===== config.mk =====
export PLATFORM = sky130hd
export DESIGN_NAME = dbus_bridge
export DESIGN_NICKNAME = d
export VERILOG_FILES = /design/src/rtl/dbus_pkg.sv /design/src/rtl/dbus_timeout_timer.sv /design/src/rtl/dbus_bridge.sv
export SDC_FILE = /design/constraint.sdc
export NUM_CORES = 1
export LEC_CHECK = 0
export ABC_AREA = 1
export CORE_ASPECT_RATIO = 0.8
export CORE_MARGIN = 5
export CORE_UTILIZATION = 28
export CTS_CLUSTER_DIAMETER = 60
export DETAILED_ROUTE_END_ITERATION = 7
export PLACE_DENSITY = 0.9
export SLEW_MARGIN = 20
export SYNTH_ARGS = -nofsm -noshare
export SYNTH_HDL_FRONTEND = slang
export SYNTH_SLANG_ARGS = --single-unit

===== constraint.sdc =====
create_clock -name clk -period 2.4 [get_ports clk]
set_input_delay 0.48 -clock clk [delete_from_list [all_inputs] [get_ports clk]]
set_output_delay 0.48 -clock clk [all_outputs]
set_load 0.02 [all_outputs]

===== src/rtl/dbus_pkg.sv =====
// Shared definitions for the core data-bus path.
//   bridge_state_t : dbus_bridge FSM encoding
//   be_legal()     : byte-enable / address alignment check, reusable by any bus master
package dbus_pkg;

  typedef enum logic [1:0] {
    BR_IDLE     = 2'd0,
    BR_WAIT_RSP = 2'd1,
    BR_ERR_RSP  = 2'd2
  } bridge_state_t;

  localparam logic [7:0] ERR_COUNT_MAX = 8'hFF;

  // Legal: single bytes anywhere, halfwords on even addresses, words on word addresses.
  function automatic logic be_legal(input logic [3:0] be, input logic [1:0] addr_lo);
    logic ok;
    case (be)
      4'b0001, 4'b0010, 4'b0100, 4'b1000: ok = 1'b1;
      4'b0011, 4'b1100:                   ok = (addr_lo[0] == 1'b0);
      4'b1111:                            ok = (addr_lo == 2'b00);
      default:                            ok = 1'b0;
    endcase
    return ok;
  endfunction

endpackage


===== src/rtl/dbus_timeout_timer.sv =====
// Response timeout timer.
//   clk, rst : clock, asynchronous active-high reset
//   clear    : zero the count (takes priority over enable)
//   enable   : count up one per cycle, holding once expired
//   expire   : count has reached TIMEOUT-1
module dbus_timeout_timer #(
  parameter int unsigned TIMEOUT = 16
) (
  input  logic clk,
  input  logic rst,
  input  logic clear,
  input  logic enable,
  output logic expire
);

  localparam int unsigned W = $clog2(TIMEOUT) + 1;
  localparam logic [W-1:0] LAST = W'(TIMEOUT - 1);

  logic [W-1:0] count_q;

  assign expire = (count_q == LAST);

  always_ff @(posedge clk or posedge rst) begin
    if (rst) begin
      count_q <= '0;
    end else if (clear) begin
      count_q <= '0;
    end else if (enable && !expire) begin
      count_q <= count_q + 1'b1;
    end
  end

endmodule


===== src/rtl/dbus_bridge.sv =====
// Bridge between the core LSU data port and the peripheral bus.
// Forwards one transaction at a time, answers unmapped or misaligned accesses locally with an
// error response, and times out peripherals that grant but never respond.
//   clk, rst              : clock, asynchronous active-high reset
//   core_req/we/be/addr/wdata, core_gnt/rvalid/rdata/err : core side
//   data_req/we/be/addr/wdata, data_gnt/rvalid/rdata/err : peripheral side
//   err_count             : saturating count of error responses issued to the core
module dbus_bridge
  import dbus_pkg::*;
#(
  parameter logic [31:0] PERIPH_BASE = 32'h1000_0000,
  parameter logic [31:0] PERIPH_MASK = 32'hF000_0000,
  parameter int unsigned TIMEOUT     = 16
) (
  input  logic        clk,
  input  logic        rst,
  input  logic        core_req,
  input  logic        core_we,
  input  logic [3:0]  core_be,
  input  logic [31:0] core_addr,
  input  logic [31:0] core_wdata,
  output logic        core_gnt,
  output logic        core_rvalid,
  output logic [31:0] core_rdata,
  output logic        core_err,
  output logic        data_req,
  output logic        data_we,
  output logic [3:0]  data_be,
  output logic [31:0] data_addr,
  output logic [31:0] data_wdata,
  input  logic        data_gnt,
  input  logic        data_rvalid,
  input  logic [31:0] data_rdata,
  input  logic        data_err,
  output logic [7:0]  err_count
);

  bridge_state_t state_q;
  logic          we_q;
  logic [7:0]    err_count_q;

  logic hit, legal, fwd;
  logic err_inc;
  logic timer_clear, timer_en, timer_expire;

  assign hit   = ((core_addr & PERIPH_MASK) == PERIPH_BASE);
  assign legal = be_legal(core_be, core_addr[1:0]);
  assign fwd   = hit && legal;

  // Attributes ride straight through; only data_req is qualified.
  assign data_we    = core_we;
  assign data_be    = core_be;
  assign data_addr  = core_addr;
  assign data_wdata = core_wdata;

  assign err_count = err_count_q;

  dbus_timeout_timer #(
    .TIMEOUT (TIMEOUT)
  ) u_timer (
    .clk    (clk),
    .rst    (rst),
    .clear  (timer_clear),
    .enable (timer_en),
    .expire (timer_expire)
  );

  // Outputs are forced low during reset so a core still driving req sees nothing.
  always_comb begin
    data_req    = 1'b0;
    core_gnt    = 1'b0;
    core_rvalid = 1'b0;
    core_err    = 1'b0;
    core_rdata  = '0;
    err_inc     = 1'b0;
    timer_clear = 1'b0;
    timer_en    = 1'b0;
    if (!rst) begin
      unique case (state_q)
        BR_IDLE: begin
          if (core_req) begin
            if (fwd) begin
              data_req    = 1'b1;
              core_gnt    = data_gnt;
              timer_clear = data_gnt;
            end else begin
              core_gnt = 1'b1;
            end
          end
        end
        BR_WAIT_RSP: begin
          timer_en = 1'b1;
          // A response arriving on the expiry cycle wins over the timeout.
          if (data_rvalid) begin
            core_rvalid = 1'b1;
            core_err    = data_err;
            core_rdata  = (data_err || we_q) ? '0 : data_rdata;
            err_inc     = data_err;
          end else if (timer_expire) begin
            core_rvalid = 1'b1;
            core_err    = 1'b1;
            err_inc     = 1'b1;
          end
        end
        BR_ERR_RSP: begin
          core_rvalid = 1'b1;
          core_err    = 1'b1;
          err_inc     = 1'b1;
        end
        default: ;
      endcase
    end
  end

  always_ff @(posedge clk or posedge rst) begin
    if (rst) begin
      state_q     <= BR_IDLE;
      we_q        <= 1'b0;
      err_count_q <= '0;
    end else begin
      unique case (state_q)
        BR_IDLE: begin
          if (core_gnt) begin
            state_q <= fwd ? BR_WAIT_RSP : BR_ERR_RSP;
            we_q    <= core_we;
          end
        end
        BR_WAIT_RSP: begin
          if (core_rvalid) state_q <= BR_IDLE;
        end
        BR_ERR_RSP: state_q <= BR_IDLE;
        default:    state_q <= BR_IDLE;
      endcase
      if (err_inc && (err_count_q != ERR_COUNT_MAX)) begin
        err_count_q <= err_count_q + 8'd1;
      end
    end
  end

endmodule


==> impl_metrics.env, run 1 <==
export IMPL_dp_slack_ps=-478
export IMPL_end_kind="output pin"
export IMPL_synth_top_area_share=0.276
export IMPL_yosys_top_cells_area="buf_4, dfrtp_1, nor3b_1, nand2_1, inv_1"
export IMPL_total_leakage_power_nw=1.27
export IMPL_drt_iter0_drc=48
export IMPL_grt_pass1_vias=1827
export IMPL_fmax_mhz=423
export IMPL_cts_setup_buffers=0
export IMPL_rows=26
export IMPL_rsz0062_at_grt="true"
export IMPL_worst_clock_skew_ps=2.13
export IMPL_min_period_over_period=0.985
export IMPL_grt_max_degree=33
export IMPL_syn_inst=256
export IMPL_routed_wl_um=5670
export IMPL_path_cells="clkdlybuf4s50_1 -> nand3_2 -> buf_12 -> nor3b_1 -> clkdlybuf4s15_2"
export IMPL_postSynthAreaPerCell_um2=7.34
export IMPL_layout_drive_gt1_share=0.259
export IMPL_syn_nets=369
export IMPL_holdWs_ps=514
export IMPL_use_met1=0.128
export IMPL_async_flop_share=1.00
export IMPL_status="complete, no violations"
export IMPL_antenna_cells=0
export IMPL_clk_pin_slew_ps=60
export IMPL_worstPathRequired_ps=1920
export IMPL_ios=220
export IMPL_max_cap_violations=0
export IMPL_cts_tree="built"
export IMPL_cp_slowest_cell="clkdlybuf4s50_1"
export IMPL_nNetsFinal=419
export IMPL_grt_overflow_total=0
export IMPL_setup_viol_count_final=0
export IMPL_gr_usage_met3=0.0410
export IMPL_drc=0
export IMPL_cts_buffers=3
export IMPL_worstPathArrival_ps=1880
export IMPL_root_buffer="clkbuf_8"
export IMPL_power_density_mw_per_mm2=531
export IMPL_port_buffers=103
export IMPL_crit_family="buffers and inverters"
export IMPL_place_area_mm2=0.00262
export IMPL_setup_tns_ps=0
export IMPL_final_cell_area_mm2=0.00257
export IMPL_grt_busiest_layer="met2"
export IMPL_power_mw=1.36
export IMPL_h_tree_depth=1
export IMPL_syn_to_final_growth_pct=36.7
export IMPL_grt_usage=0.129
export IMPL_crit_type="in -> out"
export IMPL_fp_dieArea_mm2=0.00846
export IMPL_critical_path_max_fanout=32
export IMPL_wl_per_cell_um=14.6
export IMPL_die_h_um=83.3
export IMPL_worst_slew_pin_slew_ps=491
export IMPL_synth_edff_count=0
export IMPL_fillers=651
export IMPL_hold_viol_final=0
export IMPL_path_buf_inv=3
export IMPL_max_slew_margin=0.669
export IMPL_layout_setup_ws_ps=36.6
export IMPL_yosysTopAreaCell="buf_4"
export IMPL_gr_usage_met2=0.252
export IMPL_synth_seq_cells=16
export IMPL_globalplace_congestion=0.797
export IMPL_hold_path_class="reg -> reg"
export IMPL_cts_max_path_buffers=2
export IMPL_vias_per_cell=4.41
export IMPL_clock_latency_ps=250
export IMPL_antenna_left=0
export IMPL_cts_sinks=16
export IMPL_yosysSeqAreaShare=0.213
export IMPL_dieWidth_um=102
export IMPL_ys_flop_type="dfrtp_1"
export IMPL_period_minus_slack_ps=2360
export IMPL_synth_warnings=0
export IMPL_slowest_delay_ps=560
export IMPL_startpoint_type="input pin"
export IMPL_grt_pass1_wl_um=9070
export IMPL_coreArea_mm2=0.00644
export IMPL_drtPass1Iterations=3
export IMPL_syn_cell_area_mm2=0.00188
export IMPL_initial_core_util=0.292
export IMPL_antenna_found_initial=0
export IMPL_ir_drop_mv=0.390
export IMPL_vias=1715
export IMPL_synthDistinctLibCells=28
export IMPL_maxSlewViolCount=0
export IMPL_place_hpwl_um=4670
-- cells by family after synthesis --
family,after synthesis,synth area share
adder cells (fa/ha/maj),6,0.0400
AO/OA/AOI/OAI,8,0.0220
flip-flops,16,0.213
XOR/XNOR,10,0.0466
buffers and inverters,108,0.359
AND/OR/NAND/NOR,108,0.319
-- report_power, final --
part	switching (mW)	internal, mW
Combinational	0.381	0.343
Sequential	0.0650	0.335
Clock	0.0927	0.146
Total	0.539	0.824
-- through the flow --
step / utilization / cells
after floorplan: - / 256
after global placement: 0.407 / 385
after detailed placement: 0.407 / 385
after CTS: 0.415 / 389
after global routing: 0.399 / 389
final: 0.399 / 389
-- Yosys cell counts (2+ instances only) --
cell,n
a21oi_1,2
buf_2,2
buf_4,69
clkbuf_1,5
dfrtp_1,16
ha_1,6
inv_1,31
nand2_1,46
nand2_2,3
nand3_1,10
nor2_1,4
nor2_2,3
nor3_2,2
nor3b_1,32
o21ai_0,4
xor2_1,9
-- routing by layer --
metal  share of wire  vias to the layer above
met1            0.33                      792
li1                -                      827
met3           0.098                       18
met2            0.55                       78
met5               0                        -
met4           0.024                        0
-- tightest hold or removal path: cells and delay by family (launching register included) --
kind | cells | cell delay, ps
flip-flops | 1 | 360
AND/OR/NAND/NOR | 2 | 120
-- repair_timing --
action | 4_1_cts | 5_1_grt
endpoints found under the hold margin | 0 | 0
hold buffers | 0 | 0
setup endpoints to repair | 36 | 33
pin swaps | 0 | 1
resized for setup | 102 | 68
-- cells in the final DEF (no fill, tap or decap), types with 9 or more instances in the layout --
cell / n
xor2_1: 9
nor3b_1: 28
clkdlybuf4s50_1: 63
buf_4: 19
dfrtp_1: 16
clkbuf_2: 20
inv_1: 31
nand2_1: 45
nand3_1: 9
buf_2: 12
-- path summary, 6_finish.rpt --
kind                                     from  slack (ps)                 end  cells after the start
setup / recovery                  data_rvalid          40      core_rdata[29]                      5
hold / removal                           we_q         510                we_q                      2
setup reg to reg           u_timer.count_q[0]         500        err_count[4]                     11
hold reg to reg                          we_q         510                we_q                      2
max in group asynchronous                 rst        1550  u_timer.count_q[2]                      3
min in group asynchronous                 rst         680  u_timer.count_q[4]                      3
-- area by class of cell --
class / count / area (um2) / share of cell area
flip-flops and latches: 16 / 400 / 0.156
multi-input cells: 132 / 848 / 0.330
repair buffers: 122 / 1040 / 0.406
well taps: 84 / 105 / 0.0409
clock buffers: 4 / 55.1 / 0.0214
inverters: 31 / 116 / 0.0453
-- flip-flops by register name, summed over array words and instances (netlist names) --
signal,cells
err_count,8
we_q,1
u_timer.count_q,5
state_q,2
No activity file was read; power rests on OpenSTA's default activity.
==> run 2: changes to the inputs <==
--- a/config.mk
+++ b/config.mk
@@ -10,6 +10,7 @@
 export CORE_MARGIN = 5
 export CORE_UTILIZATION = 28
 export CTS_CLUSTER_DIAMETER = 60
+export CTS_CLUSTER_SIZE = 25
 export DETAILED_ROUTE_END_ITERATION = 7
 export PLACE_DENSITY = 0.9
 export SLEW_MARGIN = 20
==> results of run 2 <==
Final layout, timing and power as in run 1 (identical DEF).
